<file path="src/rtl/video_pkg.sv">
// Shared timing types and constants for the raster timing generator.
package video_pkg;

  typedef struct packed {
    int unsigned active;
    int unsigned front;
    int unsigned sync;
    int unsigned back;
  } axis_timing_t;

  localparam axis_timing_t NES_TIMING_H = '{active: 256, front: 9, sync: 51, back: 25};
  localparam axis_timing_t NES_TIMING_V = '{active: 240, front: 5, sync: 1, back: 16};

  function automatic int unsigned axis_ticks(axis_timing_t t);
    return t.active + t.front + t.sync + t.back;
  endfunction

  function automatic int unsigned ticks_h(axis_timing_t t);
    return axis_ticks(t);
  endfunction

  function automatic int unsigned ticks_v(axis_timing_t t);
    return axis_ticks(t);
  endfunction

endpackage

</file>
<file path="src/rtl/video_timing_gen_if.sv">
// Run control in, registered raster timing out.
interface video_timing_if #(
    parameter int unsigned XW = 9,
    parameter int unsigned YW = 9
);
    logic          I_enable;
    logic          O_pix_en;
    logic          O_active;
    logic          O_hsync;
    logic          O_vsync;
    logic [XW-1:0] O_x;
    logic [YW-1:0] O_y;
    logic          O_line_start;
    logic          O_frame_start;
    logic          O_vblank_start;

    modport master (
        input  I_enable,
        output O_pix_en, O_active, O_hsync, O_vsync, O_x, O_y,
        output O_line_start, O_frame_start, O_vblank_start
    );

    modport slave (
        output I_enable,
        input  O_pix_en, O_active, O_hsync, O_vsync, O_x, O_y,
        input  O_line_start, O_frame_start, O_vblank_start
    );
endinterface

</file>
<file path="src/rtl/video_axis_counter.sv">
// One raster axis: position counter with wrap, plus active/sync decode of the current position.
module video_axis_counter
    import video_pkg::*;
#(
    parameter axis_timing_t TIMING = NES_TIMING_H,
    parameter int unsigned  W      = 9
) (
    input  logic         I_clock,
    input  logic         I_reset,
    input  logic         I_step,
    output logic [W-1:0] O_count,
    output logic         O_last,
    output logic         O_active,
    output logic         O_sync
);
    localparam int unsigned TOTAL      = axis_ticks(TIMING);
    localparam int unsigned SYNC_START = TIMING.active + TIMING.front;
    localparam int unsigned SYNC_END   = SYNC_START + TIMING.sync;

    logic [W-1:0] count_q, count_d;

    always_comb begin
        O_last   = (count_q == W'(TOTAL - 1));
        O_active = (count_q < W'(TIMING.active));
        O_sync   = (count_q >= W'(SYNC_START)) && (count_q < W'(SYNC_END));
        count_d  = count_q;
        if (I_step) begin
            count_d = O_last ? '0 : count_q + 1'b1;
        end
    end

    always_ff @(posedge I_clock or negedge I_reset) begin
        if (!I_reset) begin
            count_q <= '0;
        end else begin
            count_q <= count_d;
        end
    end

    assign O_count = count_q;
endmodule

</file>
<file path="src/rtl/video_timing_gen.sv">
// Parametrised raster timing generator: pixel divider, h/v axis counters, registered outputs.
module video_timing_gen
    import video_pkg::*;
#(
    parameter int unsigned ACTIVE_H  = NES_TIMING_H.active,
    parameter int unsigned FRONT_H   = NES_TIMING_H.front,
    parameter int unsigned SYNC_H    = NES_TIMING_H.sync,
    parameter int unsigned BACK_H    = NES_TIMING_H.back,
    parameter int unsigned ACTIVE_V  = NES_TIMING_V.active,
    parameter int unsigned FRONT_V   = NES_TIMING_V.front,
    parameter int unsigned SYNC_V    = NES_TIMING_V.sync,
    parameter int unsigned BACK_V    = NES_TIMING_V.back,
    parameter bit          HSYNC_POL = 1'b0,
    parameter bit          VSYNC_POL = 1'b0,
    parameter int unsigned PIX_DIV   = 1,
    parameter int unsigned XW        = 9,
    parameter int unsigned YW        = 9
) (
    input logic            I_clock,
    input logic            I_reset,
    video_timing_if.master vid
);
    localparam axis_timing_t TIMING_H = '{active: ACTIVE_H, front: FRONT_H,
                                          sync: SYNC_H, back: BACK_H};
    localparam axis_timing_t TIMING_V = '{active: ACTIVE_V, front: FRONT_V,
                                          sync: SYNC_V, back: BACK_V};
    localparam int unsigned TICKS_H = ticks_h(TIMING_H);
    localparam int unsigned TICKS_V = ticks_v(TIMING_V);
    localparam int unsigned DW      = (PIX_DIV > 1) ? $clog2(PIX_DIV) : 1;

    if (PIX_DIV < 1 || FRONT_H < 1 || SYNC_H < 1 || BACK_H < 1 ||
        FRONT_V < 1 || SYNC_V < 1 || BACK_V < 1) begin : g_bad_timing
        $fatal(1, "video_timing_gen: PIX_DIV and all porch/sync lengths must be >= 1");
    end
    if (XW < $clog2(TICKS_H) || YW < $clog2(TICKS_V)) begin : g_bad_width
        $fatal(1, "video_timing_gen: XW/YW too narrow for the line/frame length");
    end

    logic [DW-1:0] div_q, div_d;
    logic          tick;

    always_comb begin
        tick  = vid.I_enable && (div_q == DW'(PIX_DIV - 1));
        div_d = div_q;
        if (vid.I_enable) begin
            div_d = tick ? '0 : div_q + 1'b1;
        end
    end

    always_ff @(posedge I_clock or negedge I_reset) begin
        if (!I_reset) div_q <= '0;
        else          div_q <= div_d;
    end

    logic [XW-1:0] h_count;
    logic [YW-1:0] v_count;
    logic          h_last, h_active, h_sync;
    logic          v_last, v_active, v_sync;

    video_axis_counter #(.TIMING(TIMING_H), .W(XW)) u_h_axis (
        .I_clock  (I_clock),
        .I_reset  (I_reset),
        .I_step   (tick),
        .O_count  (h_count),
        .O_last   (h_last),
        .O_active (h_active),
        .O_sync   (h_sync)
    );

    // Vertical axis only moves on the tick that wraps the line.
    video_axis_counter #(.TIMING(TIMING_V), .W(YW)) u_v_axis (
        .I_clock  (I_clock),
        .I_reset  (I_reset),
        .I_step   (tick && h_last),
        .O_count  (v_count),
        .O_last   (v_last),
        .O_active (v_active),
        .O_sync   (v_sync)
    );

    logic          pix_en_q, active_q, hsync_q, vsync_q;
    logic          line_start_q, frame_start_q, vblank_start_q;
    logic [XW-1:0] x_q;
    logic [YW-1:0] y_q;

    // Counters hold the pixel about to be shown; a tick latches its decode and advances.
    always_ff @(posedge I_clock or negedge I_reset) begin
        if (!I_reset) begin
            pix_en_q       <= 1'b0;
            active_q       <= 1'b0;
            hsync_q        <= !HSYNC_POL;
            vsync_q        <= !VSYNC_POL;
            x_q            <= '0;
            y_q            <= '0;
            line_start_q   <= 1'b0;
            frame_start_q  <= 1'b0;
            vblank_start_q <= 1'b0;
        end else begin
            pix_en_q       <= tick;
            line_start_q   <= tick && (h_count == '0);
            frame_start_q  <= tick && (h_count == '0) && (v_count == '0);
            vblank_start_q <= tick && (h_count == '0) && (v_count == YW'(ACTIVE_V));
            if (tick) begin
                x_q      <= h_count;
                y_q      <= v_count;
                active_q <= h_active && v_active;
                hsync_q  <= h_sync ? HSYNC_POL : !HSYNC_POL;
                vsync_q  <= v_sync ? VSYNC_POL : !VSYNC_POL;
            end
        end
    end

    assign vid.O_pix_en       = pix_en_q;
    assign vid.O_active       = active_q;
    assign vid.O_hsync        = hsync_q;
    assign vid.O_vsync        = vsync_q;
    assign vid.O_x            = x_q;
    assign vid.O_y            = y_q;
    assign vid.O_line_start   = line_start_q;
    assign vid.O_frame_start  = frame_start_q;
    assign vid.O_vblank_start = vblank_start_q;

    logic unused_v_last;
    assign unused_v_last = v_last;
endmodule

</file>
<file path="src/flat_wrapper.sv">
// flat-port wrapper written by rule: the top's interface ports become plain ports
module video_timing_gen_flat import video_pkg::*;
#(
    parameter int unsigned ACTIVE_H  = NES_TIMING_H.active,
    parameter int unsigned FRONT_H   = NES_TIMING_H.front,
    parameter int unsigned SYNC_H    = NES_TIMING_H.sync,
    parameter int unsigned BACK_H    = NES_TIMING_H.back,
    parameter int unsigned ACTIVE_V  = NES_TIMING_V.active,
    parameter int unsigned FRONT_V   = NES_TIMING_V.front,
    parameter int unsigned SYNC_V    = NES_TIMING_V.sync,
    parameter int unsigned BACK_V    = NES_TIMING_V.back,
    parameter bit          HSYNC_POL = 1'b0,
    parameter bit          VSYNC_POL = 1'b0,
    parameter int unsigned PIX_DIV   = 1,
    parameter int unsigned XW        = 9,
    parameter int unsigned YW        = 9
)
  (I_clock, I_reset, vid_I_enable, vid_O_pix_en, vid_O_active, vid_O_hsync, vid_O_vsync, vid_O_x, vid_O_y, vid_O_line_start, vid_O_frame_start, vid_O_vblank_start);
  video_timing_if #(.XW(XW), .YW(YW)) vid_i ();
  input logic I_clock;
  input logic I_reset;
  input wire logic [$bits(vid_i.I_enable)-1:0] vid_I_enable;
  output wire logic [$bits(vid_i.O_pix_en)-1:0] vid_O_pix_en;
  output wire logic [$bits(vid_i.O_active)-1:0] vid_O_active;
  output wire logic [$bits(vid_i.O_hsync)-1:0] vid_O_hsync;
  output wire logic [$bits(vid_i.O_vsync)-1:0] vid_O_vsync;
  output wire logic [$bits(vid_i.O_x)-1:0] vid_O_x;
  output wire logic [$bits(vid_i.O_y)-1:0] vid_O_y;
  output wire logic [$bits(vid_i.O_line_start)-1:0] vid_O_line_start;
  output wire logic [$bits(vid_i.O_frame_start)-1:0] vid_O_frame_start;
  output wire logic [$bits(vid_i.O_vblank_start)-1:0] vid_O_vblank_start;
  assign vid_i.I_enable = vid_I_enable;
  assign vid_O_pix_en = vid_i.O_pix_en;
  assign vid_O_active = vid_i.O_active;
  assign vid_O_hsync = vid_i.O_hsync;
  assign vid_O_vsync = vid_i.O_vsync;
  assign vid_O_x = vid_i.O_x;
  assign vid_O_y = vid_i.O_y;
  assign vid_O_line_start = vid_i.O_line_start;
  assign vid_O_frame_start = vid_i.O_frame_start;
  assign vid_O_vblank_start = vid_i.O_vblank_start;
  video_timing_gen #(.ACTIVE_H(ACTIVE_H), .FRONT_H(FRONT_H), .SYNC_H(SYNC_H), .BACK_H(BACK_H), .ACTIVE_V(ACTIVE_V), .FRONT_V(FRONT_V), .SYNC_V(SYNC_V), .BACK_V(BACK_V), .HSYNC_POL(HSYNC_POL), .VSYNC_POL(VSYNC_POL), .PIX_DIV(PIX_DIV), .XW(XW), .YW(YW)) u_core (.I_clock(I_clock), .I_reset(I_reset), .vid(vid_i));
endmodule
</file>
<file path="config.mk">
export PLATFORM = sky130hd
export DESIGN_NAME = video_timing_gen_flat
export DESIGN_NICKNAME = d
export VERILOG_FILES = /design/src/rtl/video_pkg.sv /design/src/rtl/video_timing_gen_if.sv /design/src/rtl/video_axis_counter.sv /design/src/rtl/video_timing_gen.sv /design/src/flat_wrapper.sv
export SDC_FILE = /design/constraint.sdc
export NUM_CORES = 1
export LEC_CHECK = 0
export ABC_AREA = 1
export BUFFER_PORTS_ARGS = -buffer_cell sky130_fd_sc_hd__buf_4
export CORE_UTILIZATION = 33
export DETAILED_ROUTE_END_ITERATION = 12
export PLACE_DENSITY_LB_ADDON = 0.25
export SYNTH_ARGS = -nofsm -noshare
export SYNTH_HDL_FRONTEND = slang
export SYNTH_HIERARCHICAL = 1
export SYNTH_SLANG_ARGS = --single-unit
</file>
<file path="constraint.sdc">
create_clock -name I_clock -period 2.41 [get_ports I_clock]
set_input_delay 0.241 -clock I_clock [delete_from_list [all_inputs] [get_ports I_clock]]
set_output_delay 0.241 -clock I_clock [all_outputs]
set_load 0.02 [all_outputs]
</file>
======== Word-level counts from Yosys, hierarchy flattened ========
Index checks and enable logic that the tools add are counted.
word-level totals
  register bits after elaboration ......... 44
  latch bits .............................. 0
  bits in writable memories ............... 0
  ROM bits ................................ 0
  bits of input ports ..................... 3
  word-level logic and storage cells ...... 40
  memories kept ........................... 0
operators by class
  add/subtract/negate cells ............... 3
  multipliers ............................. 0
  div/mod/pow operators ................... 0
  magnitude comparators ................... 6
  eq/ne operators ......................... 3
  shift operators ......................... 0
  mux-type cells .......................... 5
  bitwise gates (word level) .............. 1
  reductions and logical operators ........ 10
operators by type and width
  cell                                                                                  count
  9-bit by 1-bit adder with 9-bit output (second input constant)                        2
  9-bit equality test (second input constant)                                           2
  9-bit logical NOT                                                                     2
  9-bit by 8-bit less-than comparator with 1-bit output (second input constant)         2
  9-bit less-than comparator (second input constant)                                    2
  9-bit two-way mux                                                                     2
  9-bit by 8-bit equality test with 1-bit output (second input constant)                1
  9-bit by 8-bit greater-or-equal comparator with 1-bit output (second input constant)  1
  9-bit greater-or-equal comparator (second input constant)                             1
  1-bit logical AND                                                                     8
  1-bit two-way mux                                                                     3
  1-bit adder (second input constant)                                                   1
  1-bit NOT                                                                             1

======== Longest topological paths before layout ========
Gate-level depths: netlist of run 1.
  depth after elaboration ................. 4
  depth in mapped cells ................... 15
  gate-level depth less buffers ........... 14

======== Modules after synthesis ========
Netlist of run 1, hierarchy kept.
by module, submodules not included
  module                                 instances  cells each  area an instance (µm²)
  video_timing_gen                       1          120         1104.8
  video_axis_counter at u_core.u_v_axis  1          94          635.6
  video_axis_counter at u_core.u_h_axis  1          88          616.8

======== Worst setup path before layout of run 1 ========
No wires, ideal clock.
  path kind ............................... register to register
  from .................................... register u_core.u_h_axis.count_q[1], in the netlist u_core/u_h_axis/O_count[1]
  to ...................................... register u_core.u_v_axis.count_q[5], in the netlist u_core/u_v_axis/O_count[5]
  library setup time ...................... 113 ps
  arrival time ............................ 1643 ps
  setup slack ............................. 654 ps
  cell stages (with the launch flop) ...... 15
  clock period less this slack ............ 1756 ps
  cell sequence ........................... dfrtp_1 inv_1 ha_1 inv_1 nor2_1 nand3_1 inv_1 inv_1 nor2_1 buf_4 nand2_1 nor3_4 nand3_1 nand2_1 inv_1
between the ends
  cells in the longest elaborated chain, start to end .. 2
RTL lines
  element                   RTL line                  RTL
  start: declaration        video_axis_counter.sv:20  logic [W-1:0] count_q, count_d;
  start signal: assignment  video_axis_counter.sv:36  count_q <= count_d;
  9-bit equality test       video_axis_counter.sv:23  O_last = (count_q == W'(TOTAL - 1));
  via u_core.h_last         video_timing_gen.sv:57    logic h_last, h_active, h_sync;
  1-bit logical AND         video_timing_gen.sv:74    .I_step (tick && h_last),
  end signal: assignment    video_axis_counter.sv:36
  end: declaration          video_axis_counter.sv:20
The timed path passes the listed nets, and every way through them passes these cells.
A chain may end at the register's enable or synchronous reset.

======== Worst setup path in the final report of run 1 ========
  from .................................... register u_core.u_h_axis.count_q[0], in the netlist u_core/u_h_axis/O_count[0]
  to ...................................... register u_core.u_v_axis.count_q[3], in the netlist u_core/u_v_axis/O_count[3]
Same word-level chain as after synthesis.

==> results.cfg, run 1 <==
[synth]
syn_nets = 309
syn_avg_cell_area_sq_um = 7.81
netlist_area_sq_um = 2350
synthCells = 301
yosys_warnings = 6

[routing]
drc = 0
drt_first_pass_iters = 5
via_per_inst = 4.32
wl_per_cell_microns = 11.0
ant_nets = 0
finalWirelength_microns = 4690
via_count = 1839
drt_iter0_drc = 111

[layout]
drive_above_1_share = 0.194
syn2layout_area_growth_pct = 15.5
fin_nets = 338
layout.cells.non_filler = 426
antennaDiodeCount = 0

[global_routing]
top_usage_layer = met2
grt_util_met3 = 0.0238
grt_pass1_wl_microns = 8040
grt.total_usage = 0.135
overflow = 0
grt_antenna_before_repair = 0
grt_pass1_vias = 1704
use_met1 = 0.193
met2_usage = 0.210
grt_max_degree = 45

[clock_tree]
clock_latency_ns = 0.28
cts_buffers = 5
cts.repair.resized = 0
cts_hold_buffers = 1
cts_htree_levels = 2
numClockSinks = 44
post_cts_buffers = 0
cts_root_buffer = clkbuf_8
cts_tree = done
clock_path_buffers = 2
clk_pin_slew_ns = 0.08

[die]
rows = 30
die_h_microns = 86.4
die_area_sq_um = 7470
die_x_microns = 86.4
core_area_sq_um = 6830
initial_core_util = 0.344
pin_count = 28

[sta]
timing.final.crit_share = 0.827
worstMarginPinSlew_ns = 0.568
setup_viol = 0
rsz0062_at_grt = no
fmaxAchievable_mhz = 502
post-route-min-period_ns = 1.99
skew_ns = 0.00730
maxSlewHeadroom = 0.621
finalMaxSlewViolations = 0
finalHoldViolations = 0
tns_ns = 0
hold_slack_ns = 0.136

[critical_path]
cp-startpoint = u_core/u_h_axis/O_count[0]
r2r_slack_ns = 0.42
reg2reg_to = u_core/u_v_axis/O_count[3]
crit_required_ns = 2.64
r2r_start = u_core/u_h_axis/O_count[0]
crit_fanout = 8
crit_type = flop to flop
arrival_ns = 2.23
critPathLaunchType = flop
reg2reg_depth = 15
critPathCaptureType = flop

[hold_path]
hold_end = u_core/div_q
hold_depth = 2
hold_class = input pin to flop
min_from = vid_I_enable

[power]
ir_worst_vdd_uv = 224
share_comb_of_total_power = 0.239
p_clk_frac = 0.259
power_switching_mw = 0.613
seq_power_share = 0.503
swShare = 0.327
powerDensity_nw_per_um2 = 690
p_int_mw = 1.26
p_total_mw = 1.88
total_leakage_power_nw = 1.39

[placement]
place_congestion = 0.795
portBuffers = 27
place_inst = 418
post-dp-hpwl_microns = 3300

[job]
max_cap_violations = 0

[run_status]
outcome = completed
cell usage in the layout (no fill, tap or decap), drive strengths merged:
cell type    instances
nand2               96
dfrtp               42
dfstp                2
a21oi                4
nand3               18
nor2                51
clkbuf               7
dlygate4sd3          1
xor2                 3
ha                   5
nor3b                1
a31oi                1
nor3                 2
nand4                4
xnor2                1
buf                 29
nand3b               1
inv                 46
o21ai               16
per-stage QoR:
step           area, sq um  setup WS [ns]  utilization
2_1_floorplan         2350          0.654            -
3_3_place_gp          2610          0.506        0.382
3_5_place_dp          2610          0.436        0.382
4_1_cts               2720          0.405        0.398
5_1_grt               2720          0.176        0.398
6_report              2720          0.416        0.398
per-layer routing:
metal	routed length [microns]	part of all wire	vias up
met2	2060	0.44	35
met5	0	0	-
li1	-	-	974
met4	46	0.0098	0
met1	2440	0.52	828
met3	136	0.029	2
power groups by stage:
stage          sequential, mW  clock, mW  combinational [mW]
6_report                0.943      0.485               0.448
5_1_grt                 0.961      0.543               0.509
4_1_cts                 0.945      0.516               0.450
3_5_place_dp            0.959          0               0.446
3_3_place_gp            0.952          0               0.446
2_1_floorplan           0.999          0               0.235
critical path, stage by stage, from the launching register on:
cell	delay [ns]
dfrtp_1	0.46
inv_1	0.13
ha_1	0.15
inv_1	0.04
nor2_1	0.08
nand3_1	0.17
inv_1	0.09
inv_1	0.04
nor2_1	0.09
buf_4	0.16
nand2_1	0.11
nor2_2	0.15
nor2_1	0.05
nor2_1	0.11
nand2_1	0.06
inv_1	0.05
sequential cells by signal, summed over array words and instances, names as in the netlist, 9 cells and up:
| name | count |
|---|---|
| u_core/u_h_axis/O_count | 9 |
| u_core/u_v_axis/O_count | 9 |
| u_core/vid.O_x | 9 |
| u_core/vid.O_y | 9 |
area by class of cell:
class / instances / area (sq um)
Timing Repair Buffer: 30 / 228
Inverter: 46 / 175
Multi-Input combinational cell: 203 / 995
Fill cell: 717 / 4110
Tap cell: 96 / 120
Sequential cell: 44 / 1100
Clock buffer: 7 / 96.3
how the worst max path moves through the flow:
stage / to / slack (ns) / cells after the start
final: u_core/u_v_axis/O_count[3] / 0.42 / 15
after detailed placement: u_core/u_v_axis/O_count[3] / 0.44 / 15
after global routing: u_core/u_v_axis/O_count[8] / 0.18 / 15
after global placement: u_core/u_v_axis/O_count[3] / 0.51 / 15
after floorplan: u_core/u_v_axis/O_count[5] / 0.65 / 14
after CTS: u_core/u_v_axis/O_count[3] / 0.41 / 15
Note: power is estimated with default switching activity, not from simulation.
==> inputs of run 2 (changes only) <==
--- a/config.mk
+++ b/config.mk
@@ -5,7 +5,7 @@
 export SDC_FILE = /design/constraint.sdc
 export NUM_CORES = 1
 export LEC_CHECK = 0
-export ABC_AREA = 1
+export ABC_AREA = 0
 export BUFFER_PORTS_ARGS = -buffer_cell sky130_fd_sc_hd__buf_4
 export CORE_UTILIZATION = 33
 export DETAILED_ROUTE_END_ITERATION = 12
==> constraint.sdc (replaced) <==
create_clock -name I_clock -period 1.95 [get_ports I_clock]
set_input_delay 0.195 -clock I_clock [delete_from_list [all_inputs] [get_ports I_clock]]
set_output_delay 0.195 -clock I_clock [all_outputs]
set_load 0.02 [all_outputs]
==> results.cfg, run 2 <==
[critical_path]
r2r_slack_ns = 0.14
crit_fanout = 3
reg2reg_to = u_core/u_v_axis/O_count[8]
critPathCaptureType = flop
r2r_start = u_core/u_h_axis/O_count[1]
crit_type = flop to flop
worstSetupEndpoint = u_core/u_v_axis/O_count[8]
slowest_stage = dfrtp_1
cpPeakStageDelay_ns = 0.38
cp-startpoint = u_core/u_h_axis/O_count[1]
crit_required_ns = 2.17
arrival_ns = 2.03
reg2reg_depth = 8
cp_cell_sequence = inv_1, ha_1, nand3b_1, nor4_4, and2_4, nand4_1, or3_1, a22oi_2
critPathLaunchType = flop

[sta]
setup_viol = 0
rsz0062_at_grt = yes
worstMarginPinSlew_ns = 0.573
skew_ns = 0.00333
fmaxAchievable_mhz = 553
tns_ns = 0
timing.final.crit_share = 0.928
finalMaxSlewViolations = 0
hold_slack_ns = 0.0565
maxSlewHeadroom = 0.618
post-route-min-period_ns = 1.81
finalHoldViolations = 0

[synth]
syn_avg_cell_area_sq_um = 9.70
synthCells = 215
ys_seq_area_frac = 0.529
yosys.area.top_type = dfrtp_1
synth_edf_count = 0
netlist_area_sq_um = 2090
yosys.area.top_type_share = 0.504
ys.flop_type = dfrtp_1
ys_ff_latch = 44
synth.most_common_cell = nand2_1
yosys_warnings = 6
ys_top_cells_by_area = dfrtp_1, nand2_1, ha_1
syn_nets = 223
synth_cell_types = 46
ys_async_sr_fraction = 1.00
synth_common_cells = nand2_1, dfrtp_1, inv_1

[clock_tree]
clk_pin_slew_ns = 0.08
clock_path_buffers = 2
cts_buffers = 5
cts_root_buffer = clkbuf_8
numClockSinks = 44
cts_htree_levels = 2
clock_latency_ns = 0.29
cts_tree = done

[hold_path]
hold_depth = 2
hold_class = input pin to flop

[routing]
ant_nets = 0
wl_per_cell_microns = 13.3
drt_iter0_drc = 126
via_count = 1633
finalWirelength_microns = 4440
drt_first_pass_iters = 4
drc = 0
via_per_inst = 4.90

[layout]
layout.cells.non_filler = 333
drive_above_1_share = 0.256
antennaDiodeCount = 0
syn2layout_area_growth_pct = 23.0
nFillCells = 598
fin_nets = 265
layout_common_cells = nand2_1, buf_4, dfrtp_1
layout_commonest_cell = nand2_1

[power]
ir_worst_vdd_uv = 288
powerDensity_nw_per_um2 = 949
total_leakage_power_nw = 1.26

[global_routing]
grt_pass1_wl_microns = 7190
grt_pass1_vias = 1473
grt.total_usage = 0.144
grt_antenna_before_repair = 0
grt_max_degree = 45
overflow = 0

[job]
max_cap_violations = 0

[placement]
place_congestion = 0.862
post-dp-hpwl_microns = 3040
place_inst = 323
portBuffers = 27

[die]
rows = 28
die_h_microns = 81.5
pin_count = 28
core_area_sq_um = 6030
die_x_microns = 81.5
initial_core_util = 0.346
die_area_sq_um = 6640

[run_status]
outcome = completed
==> run 2: cell types whose count changed in the layout (fill, tap and decap cells not counted), moves of 5 or more <==
cell,previous run,this run
o21ai_2,10,0
buf_4,29,43
nor2_1,44,5
nand3_1,18,6
o21ai_1,0,5
inv_1,43,8
nand2_1,91,68
==> run 2: timing repair <==
item / 4_1_cts / 5_1_grt
hold buffers: 1 / 0
buffers inserted: 0 / 1
resized for setup: 0 / 4
endpoints found under the setup margin: 0 / 5
endpoints found under the hold margin: 42 / 0
==> run 2: power by group <==
| group | switching (mW) | internal (mW) | total, mW |
|---|---|---|---|
| combinational | 0.438 | 0.305 | 0.743 |
| sequential | 0.0700 | 1.04 | 1.11 |
| clock | 0.293 | 0.289 | 0.582 |
==> run 2: critical path: cells and delay by family, from the launching register on <==
kind | cells | cell delay, ns
AOI/OAI and AO/OA | 1 | 0.14
and+or+nand+nor | 5 | 0.95
DFF | 1 | 0.38
adders and majority gates | 1 | 0.18
buffers and inverters | 1 | 0.09
==> run 2: routing by layer <==
layer  up-vias  global-route usage  wire length [microns]
met3         9              0.0389                    126
met1       798               0.185                   2020
met4         0              0.0554                     70
li1        805                   -                      -
met2        21               0.230                   2220
met5         -                   0                      0
==> run 2: final cells by class <==
type | instances | area (sq um) | area share
sequential | 44 | 1100 | 0.430
multi-input combinational | 153 | 907 | 0.354
timing repair buffer | 44 | 333 | 0.130
tap | 75 | 93.8 | 0.0366
clock buffer | 8 | 90.1 | 0.0351
inverter | 9 | 37.5 | 0.0146
==> run 2: per-stage QoR <==
| step | total power, mW | area, sq um | utilization | worst slack [ns] |
|---|---|---|---|---|
| 4_1_cts | 2.47 | 2550 | 0.423 | 0.106 |
| 5_1_grt | 2.58 | 2560 | 0.426 | -0.0436 |
| 3_3_place_gp | 1.87 | 2450 | 0.406 | 0.183 |
| 6_report | 2.43 | 2560 | 0.426 | 0.141 |
| 2_1_floorplan | 1.58 | 2090 | - | -0.0752 |
| 3_5_place_dp | 1.87 | 2450 | 0.406 | 0.127 |
==> run 2: how the worst min path moves through the flow <==
stage | start | endpoint | slack (ns)
after floorplan | I_reset | u_core/div_q | -0.10
after global placement | I_reset | u_core/vid.O_y[0] | 0.23
after detailed placement | I_reset | u_core/vid.O_y[0] | 0.23
after CTS | vid_I_enable | u_core/div_q | 0.05
after global routing | vid_I_enable | u_core/div_q | 0.04
final | vid_I_enable | u_core/div_q | 0.06
==> run 2: cells by family (layout without fill, tap and decap cells) <==
| family | after synthesis | count (layout) | share of synthesized area |
|---|---|---|---|
| xor gates and xnor gates | 7 | 7 | 0.0294 |
| DFF | 44 | 44 | 0.529 |
| AOI/OAI and AO/OA | 20 | 20 | 0.0582 |
| adders and majority gates | 5 | 5 | 0.0300 |
| muxes | 3 | 3 | 0.0150 |
| and+or+nand+nor | 118 | 118 | 0.299 |
| buffers and inverters | 18 | 61 | 0.0396 |
